$ cat config.mk
export PLATFORM = sky130hd
export DESIGN_NAME = sensor_ni
export DESIGN_NICKNAME = d
export VERILOG_FILES = /design/src/rtl/sensor_ni.sv
export SDC_FILE = /design/constraint.sdc
export NUM_CORES = 1
export LEC_CHECK = 0
export BUFFER_PORTS_ARGS = -buffer_cell sky130_fd_sc_hd__buf_2
export CORE_ASPECT_RATIO = 0.8
export CORE_MARGIN = 5
export CORE_UTILIZATION = 55
export CTS_BUF_LIST = sky130_fd_sc_hd__clkbuf_4 sky130_fd_sc_hd__clkbuf_8
export DETAILED_ROUTE_END_ITERATION = 16
export PLACE_DENSITY_LB_ADDON = 0.25
export SYNTH_ARGS = -nofsm -noshare
export SYNTH_HDL_FRONTEND = slang
export SYNTH_SLANG_ARGS = --single-unit
$ cat constraint.sdc
create_clock -name clk -period 3.5 [get_ports clk]
set_input_delay 0.525 -clock clk [delete_from_list [all_inputs] [get_ports clk]]
set_output_delay 0.525 -clock clk [all_outputs]
set_load 0.005 [all_outputs]
$ cat src/rtl/sensor_ni.sv
// sensor_ni: network interface between a sensor node and its router port.
//
// TX path packs sensor samples into head/body/tail flit packets and drives
// them into the router input over a valid/ready flit link. RX path accepts
// flits ejected by the router, checks framing and destination, and hands
// payload words to the node with start/end-of-packet marks.
//
// Ports
//   clk          rising-edge clock
//   rst          asynchronous active-low reset
//   cfg_dest_i   destination for transmitted packets (sampled at head build)
//   smp_data_i   sensor sample;            smp_vld_i / smp_rdy_o handshake
//   out_flit_o   flit to router input;     out_vld_o / out_rdy_i handshake
//   in_flit_i    flit from router output;  in_vld_i  / in_rdy_o  handshake
//   rx_data_o    received payload word;    rx_vld_o  / rx_rdy_i  handshake
//   rx_src_o     source address of the packet currently being delivered
//   rx_sop_o     first word of packet
//   rx_eop_o     last word of packet
//   err_cnt_o    saturating framing-error count
//
// Flit format: [FLIT_W-1:FLIT_W-2] type (01 head, 00 body, 10 tail, 11 rsvd)
//   head: dest | src | seq[7:0] | zero pad
//   body/tail: payload in [DATA_W-1:0]
//
// TX FSM
//   state    | meaning
//   TX_IDLE  | no packet open; builds a head once the previous tail is gone
//   TX_HEAD  | head waiting in the output register
//   TX_BODY  | accepting samples as body flits, last one as tail
//
// RX FSM
//   state        | meaning
//   RX_WAIT_HEAD | expecting a head flit
//   RX_PAYLOAD   | inside a packet addressed to this node
//   RX_DROP      | discarding flits until a tail or a new head

module sensor_ni #(
  parameter int                FLIT_W  = 32,
  parameter int                ADDR_W  = 4,
  parameter logic [ADDR_W-1:0] NODE_ID = '0,
  parameter int                PKT_LEN = 4
) (
  input  logic                clk,
  input  logic                rst,
  input  logic [ADDR_W-1:0]   cfg_dest_i,
  input  logic [FLIT_W-3:0]   smp_data_i,
  input  logic                smp_vld_i,
  output logic                smp_rdy_o,
  output logic [FLIT_W-1:0]   out_flit_o,
  output logic                out_vld_o,
  input  logic                out_rdy_i,
  input  logic [FLIT_W-1:0]   in_flit_i,
  input  logic                in_vld_i,
  output logic                in_rdy_o,
  output logic [FLIT_W-3:0]   rx_data_o,
  output logic [ADDR_W-1:0]   rx_src_o,
  output logic                rx_sop_o,
  output logic                rx_eop_o,
  output logic                rx_vld_o,
  input  logic                rx_rdy_i,
  output logic [7:0]          err_cnt_o
);

  localparam int DATA_W = FLIT_W - 2;
  localparam int CNT_W  = $clog2(PKT_LEN + 1);
  localparam int PAD_W  = FLIT_W - 2 - 2*ADDR_W - 8;

  localparam logic [1:0] T_BODY = 2'b00;
  localparam logic [1:0] T_HEAD = 2'b01;
  localparam logic [1:0] T_TAIL = 2'b10;

  // ---------------------------------------------------------------- TX ----
  typedef enum logic [1:0] {
    TX_IDLE = 2'd0,
    TX_HEAD = 2'd1,
    TX_BODY = 2'd2
  } tx_state_t;

  tx_state_t           r_tx_state;
  logic [FLIT_W-1:0]   r_out_flit;
  logic                r_out_vld;
  logic [7:0]          r_seq;
  logic [CNT_W-1:0]    r_tx_cnt;   // payload flits still to load

  logic                w_out_acc;
  logic                w_out_free;
  logic                w_smp_acc;
  logic                w_last;
  logic [FLIT_W-1:0]   w_head_flit;

  assign w_out_acc   = r_out_vld & out_rdy_i;
  // output register can take a new flit this edge (empty or being drained)
  assign w_out_free  = ~r_out_vld | out_rdy_i;
  assign smp_rdy_o   = (r_tx_state != TX_IDLE) & w_out_free;
  assign w_smp_acc   = smp_vld_i & smp_rdy_o;
  assign w_last      = (r_tx_cnt == CNT_W'(1));
  assign w_head_flit = {T_HEAD, cfg_dest_i, NODE_ID, r_seq, {PAD_W{1'b0}}};

  always_ff @(posedge clk or negedge rst) begin
    if (!rst) begin
      r_tx_state <= TX_IDLE;
      r_out_flit <= '0;
      r_out_vld  <= 1'b0;
      r_seq      <= '0;
      r_tx_cnt   <= '0;
    end else begin
      if (w_out_acc) begin
        r_out_vld <= 1'b0;
      end

      case (r_tx_state)
        TX_IDLE: begin
          // a pending tail must leave (or leave this edge) before the head
          if (smp_vld_i && w_out_free) begin
            r_out_flit <= w_head_flit;
            r_out_vld  <= 1'b1;
            r_tx_cnt   <= CNT_W'(PKT_LEN);
            r_tx_state <= TX_HEAD;
          end
        end
        TX_HEAD: begin
          if (out_rdy_i) begin
            r_seq      <= r_seq + 8'd1;
            r_tx_state <= TX_BODY;
          end
        end
        TX_BODY: begin
        end
        default: r_tx_state <= TX_IDLE;
      endcase

      // Samples are accepted in HEAD too, in the cycle the head leaves, so
      // the packet streams without a bubble after the head.
      if (w_smp_acc) begin
        r_out_flit <= {(w_last ? T_TAIL : T_BODY), smp_data_i};
        r_out_vld  <= 1'b1;
        r_tx_cnt   <= r_tx_cnt - CNT_W'(1);
        if (w_last) begin
          r_tx_state <= TX_IDLE;
        end
      end
    end
  end

  assign out_flit_o = r_out_flit;
  assign out_vld_o  = r_out_vld;

  // ---------------------------------------------------------------- RX ----
  typedef enum logic [1:0] {
    RX_WAIT_HEAD = 2'd0,
    RX_PAYLOAD   = 2'd1,
    RX_DROP      = 2'd2
  } rx_state_t;

  rx_state_t           r_rx_state;
  logic [DATA_W-1:0]   r_rx_data;
  logic [ADDR_W-1:0]   r_rx_src;
  logic                r_rx_sop;
  logic                r_rx_eop;
  logic                r_rx_vld;
  logic                r_first;    // next delivered word opens the packet
  logic [7:0]          r_err;

  logic                w_in_rdy;
  logic                w_in_acc;
  logic [1:0]          w_in_type;
  logic [ADDR_W-1:0]   w_in_dest;
  logic [ADDR_W-1:0]   w_in_src;
  logic                w_dest_ok;
  rx_state_t           w_rx_next;
  logic                w_load;
  logic                w_eop;
  logic                w_cap;
  logic [1:0]          w_err_inc;
  logic [8:0]          w_err_sum;

  assign w_in_rdy  = ~r_rx_vld | rx_rdy_i;
  assign w_in_acc  = in_vld_i & w_in_rdy;
  assign w_in_type = in_flit_i[FLIT_W-1 -: 2];
  assign w_in_dest = in_flit_i[FLIT_W-3 -: ADDR_W];
  assign w_in_src  = in_flit_i[FLIT_W-3-ADDR_W -: ADDR_W];
  assign w_dest_ok = (w_in_dest == NODE_ID);
  assign w_err_sum = {1'b0, r_err} + {7'd0, w_err_inc};

  always_comb begin
    w_rx_next = r_rx_state;
    w_load    = 1'b0;
    w_eop     = 1'b0;
    w_cap     = 1'b0;
    w_err_inc = 2'd0;
    if (w_in_acc) begin
      case (r_rx_state)
        RX_PAYLOAD: begin
          case (w_in_type)
            T_BODY: w_load = 1'b1;
            T_TAIL: begin
              w_load    = 1'b1;
              w_eop     = 1'b1;
              w_rx_next = RX_WAIT_HEAD;
            end
            T_HEAD: begin
              // open packet is abandoned (one error); the head is then
              // judged on its own, adding a second error if misaddressed
              w_err_inc = w_dest_ok ? 2'd1 : 2'd2;
              w_cap     = w_dest_ok;
              w_rx_next = w_dest_ok ? RX_PAYLOAD : RX_DROP;
            end
            default: begin
              w_err_inc = 2'd1;
              w_rx_next = RX_DROP;
            end
          endcase
        end
        default: begin
          if (w_in_type == T_HEAD) begin
            w_err_inc = w_dest_ok ? 2'd0 : 2'd1;
            w_cap     = w_dest_ok;
            w_rx_next = w_dest_ok ? RX_PAYLOAD : RX_DROP;
          end else if (r_rx_state == RX_WAIT_HEAD) begin
            w_err_inc = 2'd1;
          end else if (w_in_type == T_TAIL) begin
            w_rx_next = RX_WAIT_HEAD;
          end
        end
      endcase
    end
  end

  always_ff @(posedge clk or negedge rst) begin
    if (!rst) begin
      r_rx_state <= RX_WAIT_HEAD;
      r_rx_data  <= '0;
      r_rx_src   <= '0;
      r_rx_sop   <= 1'b0;
      r_rx_eop   <= 1'b0;
      r_rx_vld   <= 1'b0;
      r_first    <= 1'b0;
      r_err      <= '0;
    end else begin
      r_rx_state <= w_rx_next;
      if (r_rx_vld && rx_rdy_i) begin
        r_rx_vld <= 1'b0;
      end
      if (w_load) begin
        r_rx_vld  <= 1'b1;
        r_rx_data <= in_flit_i[DATA_W-1:0];
        r_rx_sop  <= r_first;
        r_rx_eop  <= w_eop;
        r_first   <= 1'b0;
      end
      if (w_cap) begin
        r_rx_src <= w_in_src;
        r_first  <= 1'b1;
      end
      if (w_err_inc != 2'd0) begin
        r_err <= w_err_sum[8] ? 8'hFF : w_err_sum[7:0];
      end
    end
  end

  assign in_rdy_o  = w_in_rdy;
  assign rx_data_o = r_rx_data;
  assign rx_src_o  = r_rx_src;
  assign rx_sop_o  = r_rx_sop;
  assign rx_eop_o  = r_rx_eop;
  assign rx_vld_o  = r_rx_vld;
  assign err_cnt_o = r_err;

endmodule

# ---- Yosys cells after proc, flatten, opt, wreduce, memory -nomap -nowiden
# Cells that the tools add are included.
dict set report classes {
  eq_ne 8
  n_bitwise 8
  muxes 41
  addsub 3
  n_reduce_logical 17
}
# operator count
set op_table {}
lappend op_table {{$mux W32} 3}
lappend op_table {{$mux W2} 12}
lappend op_table {{$mux W1} 19}
lappend op_table {{$pmux W2 S3} 2}
lappend op_table {{$reduce_bool A2 Y1} 6}
lappend op_table {{$add A8 B2 Y9} 1}
lappend op_table {{$mux W3} 3}
lappend op_table {{$add A8 B1 Y8 const B} 1}
lappend op_table {{$mux W8} 1}
lappend op_table {{$eq A2 B1 Y1 const B} 3}
lappend op_table {{$logic_not A2 Y1} 3}
lappend op_table {{$and A1 B1 Y1} 4}
lappend op_table {{$eq A2 B2 Y1 const B} 2}
lappend op_table {{$logic_not A4 Y1} 1}
lappend op_table {{$pmux W2 S2} 1}
lappend op_table {{$reduce_and A2 Y1} 2}
lappend op_table {{$reduce_and A4 Y1} 1}
lappend op_table {{$eq A3 B1 Y1 const B} 1}
lappend op_table {{$ne A3 B2 Y1 const B} 1}
lappend op_table {{$reduce_bool A3 Y1} 1}
lappend op_table {{$sub A3 B1 Y3 const B} 1}
lappend op_table {{$logic_and A1 B1 Y1} 2}
lappend op_table {{$ne A2 B2 Y1 const B} 1}
lappend op_table {{$not A1 Y1} 2}
lappend op_table {{2 further kinds} 3}
dict set report word_totals {
  in_bits 72
  out_inout_bits 80
  register_bits 94
  word_cells 90
}

# ---- Longest topological paths before layout
dict set report logic_depth {
  depth_word 7
  ltp_mapped 13
  mapped_depth_nobuf 13
}

# ---- Worst setup path before layout
# Ideal clock, no wire load.
dict set report synth_timing {
  path_kind {input -> register}
  startpoint {in in_flit_i[30]}
  endpoint {reg r_err[2], in the netlist err_cnt_o[2]}
  setup_ns 0.077
  arrival_ns 2.660
  path_slack_ns 0.763
  n_path_buf 0
  required_ns 3.423
  path_stages 13
  cell_sequence {inv_1 -> ha_1 -> nor3_1 -> a21oi_2 -> o21ai_0 -> ha_1 -> inv_1 -> fa_1 -> inv_1 -> nand4_1 -> or2_2 -> and3_1 -> a21oi_1}
}
dict set report synth_via {
  elab_chain_len 7
  word_cells_on_any_way 11
  cone_classes {1 x add/sub; 2 x eq/ne; 5 x mux; 3 x reduce/logical}
}
# element line_no
set synth_lines {}
lappend synth_lines {{from (decl)} 52} ;# input logic [FLIT_W-1:0] in_flit_i,
lappend synth_lines {{$eq A2 B2 Y1 or $logic_not A2 Y1 (tied branches)} 194} ;# case (w_in_type)
lappend synth_lines {{$reduce_or A2 Y1 (no line)} -}
lappend synth_lines {{$pmux W2 S2} 194}
lappend synth_lines {{$mux W2 (*)} 192} ;# case (r_rx_state)
lappend synth_lines {{$mux W2 (*)} 191} ;# if (w_in_acc) begin
lappend synth_lines {{$add A8 B2 Y9} 183} ;# assign w_err_sum = {1'b0, r_err} + {7'd0, w_err_inc};
lappend synth_lines {{$mux W8} 256} ;# r_err <= w_err_sum[8] ? 8'hFF : w_err_sum[7:0];
lappend synth_lines {{to (signal assigned)} 256}
lappend synth_lines {{to (decl)} 162} ;# logic [7:0] r_err;
# Every way passes the cells marked *; elsewhere a longest branch is shown, timed or not.
# A chain may end at the register's enable or synchronous reset.

# ---- Final worst setup path
dict set report layout_timing {
  startpoint {in in_flit_i[30]}
  endpoint {reg r_err[5], in the netlist err_cnt_o[5]}
}
# The elaborated chain is that of the path after synthesis.

==> reports/metrics.csv <==
metric,value,unit
p_leak,2.726,nW
ys_warn_count,0,
finalInstanceArea,0.005175,mm^2
drv_cap,0,
cts.htree.levels,3,
nFillCells,572,
multi_input_area,0.001655,mm^2
coreArea,0.007357,mm^2
worstMarginPinSlew,760.4,ps
cts_buffers,9,
vias,3136,
grt_pass1_vias,3188,
syn_area,0.004135,mm^2
cts_root_buf,clkbuf_8,
first_iter_violations,122,
max_freq,355.3,MHz
drive_gt1_share,42.15,%
vdd_drop_max,0.0004156,V
status,finished clean,
placed_area,0.004969,mm^2
synth_cell_type_count,41,
slew_headroom,49.31,%
post_cts_buffers,0,
die_h,87.56,um
report.final.setup_viol,0,
clock_skew,7.981,ps
synthArstFlopShare,100.0,%
totalWireLength,9.122,mm
syn_inst,365,
power_density,695.3,mW/mm^2
grt_pass1_wl,15.07,mm
grt_usage,20.26,%
hold_class,input port to asynchronous set/reset pin,
yosys-top-cells-area,"dfrtp_1 57%, mux2_2 9.3%, nand2_1 5.9%",
start_util,56.21,%
regArea,0.002352,mm^2
holdWs,126.4,ps
ys_seq_area_share,56.88,%
synth_area_leader_cell,dfrtp_1,
grt_max_degree,40,
placementRows,28,
cp_data_required_time,3780,ps
syn_to_final_growth,25.14,%
portBuffers,151,
worstSetupStartpointType,input port,
die_x,106.9,um
drv_slew,0,
cts_buffer_depth,2,
min_period,2815,ps
synth_edf_count,0,
routedWlPerCell,14.91,um
avgSynthCellArea,11.33,um^2
gp_congestion,0.8879,
antenna_found_initial,0,
overflow,0,
p_total,0.003598,W
antenna_cells,0,
critPathKind,input port to flip-flop,
synth_top_area_share,56.88,%
path_max_fanout,5,
worst_ep_arrival_time,3100,ps
synthFlopType,dfrtp_1,
dieArea,0.009364,mm^2
fin_crit_sh,80.42,%
ios,152,
viasPerCell,5.124,
hold_buffers,0,
nNetsFinal,599,
clk_latency,350,ps
hold_violations,0,
drcViolationCount,0,
firstDrtPassIters,4,
cts_num_sinks,94,
synth-seq-cells,94,
timing.setup.tns,0,ps
clkSlewWorstSetupHoldPaths,90,ps
cts_tree,done,
crit_path_end_kind,flip-flop,
dp_hpwl,7.130,mm
rsz0062_at_grt,false,
ant_nets,0,
ctsResizeCount,0,
syn-num-nets,447,
[worst paths after layout]
check | start | endpoint | slack (ps) | depth (start not counted)
worst max-delay path | in_flit_i[30] | err_cnt_o[5] | 690 | 14
worst min-delay path | rst | out_flit_o[23] | 130 | 1
max in group asynchronous | rst | r_rx_state[1] | 2610 | 2
worst max register to register | rx_vld_o | err_cnt_o[5] | 800 | 11
min in group clk | in_flit_i[18] | rx_data_o[18] | 390 | 2
worst min register to register | out_flit_o[11] | out_flit_o[11] | 480 | 2
[critical path, stage by stage]
cell and delay [ps]:
buf_2 100, inv_1 60, ha_1 240, nor3_1 270, a21oi_2 90, o21ai_0 190
ha_1 200, inv_1 60, fa_1 400, inv_1 100, nand4_1 160, or2_2 370
and3_1 190, a21oi_1 130
[flip-flops by register name, indices dropped and copies added (netlist names), 2 cells and up]
signal      cells
out_flit_o     32
r_tx_state      2
err_cnt_o       8
rx_src_o        4
r_seq           8
r_rx_state      2
r_tx_cnt        3
rx_data_o      30
[layout make-up]
cell class | count | area share, %
inverters | 14 | 1.015
multi-input cells | 242 | 31.99
clock buffers | 10 | 2.660
repair buffers | 156 | 15.38
flip-flops and latches | 94 | 45.45
clock inverters | 6 | 1.330
well taps | 90 | 2.176
[layout by cell type (no fill, tap or decap), drive strengths merged, types with 3 or more instances in the layout]
cell type	instances
ha	9
a21oi	13
nand2	65
mux2i	13
clkbuf	10
xnor2	7
nand2b	5
dfrtp	94
nand4	6
nor2	13
nor2b	4
mux2	37
a31oi	8
and3	6
o21ai	35
inv	16
or2	3
buf	156
[Yosys cell counts, types with 2 or more instances]
cell type / number
and3_1: 6
nor2b_1: 4
nand2b_1: 4
a21oi_1: 12
dfrtp_1: 94
mux2_1: 3
a31oi_1: 8
mux2_2: 34
inv_1: 14
nand4_1: 6
nand2_1: 65
clkbuf_1: 9
mux2i_1: 13
ha_1: 9
or2_2: 3
o21ai_0: 34
nor2_1: 12
nor3_1: 2
nand4b_1: 2
buf_2: 2
xnor2_1: 7
buf_4: 3
[per-stage QoR]
step | setup slack [ps] | cells | util [%]
6_report | 685.3 | 612 | 70.34
5_1_grt | 508.6 | 612 | 70.34
4_1_cts | 695.2 | 612 | 70.34
3_5_place_dp | 298.0 | 596 | 67.53
3_3_place_gp | 476.9 | 596 | 67.53
2_1_floorplan | 762.9 | 365 | -
[logic make-up after synthesis]
group | after synthesis | synth area share [%]
flops | 94 | 56.88
xor+xnor | 7 | 1.483
mux | 50 | 13.22
fa+ha+maj | 10 | 3.207
compound gates | 64 | 9.289
buf+inv | 29 | 3.147
simple gates | 111 | 12.77
[per-layer routing]
| metal | track usage (%) | share of wire (%) | up-vias |
|---|---|---|---|
| li1 | - | - | 1552 |
| met1 | 25.65 | 43 | 1458 |
| met2 | 34.06 | 47 | 118 |
| met3 | 7.001 | 8.8 | 8 |
| met4 | 4.878 | 0.69 | 0 |
| met5 | 0 | 0 | - |
[report_power, final]
part           switching [W]  total (W)  internal [W]
registers           0.000242    0.00170       0.00146
logic               0.000562    0.00116      0.000598
clock network       0.000382   0.000737      0.000355
total                0.00119    0.00360       0.00241
No activity file was read; power rests on OpenSTA's default activity.
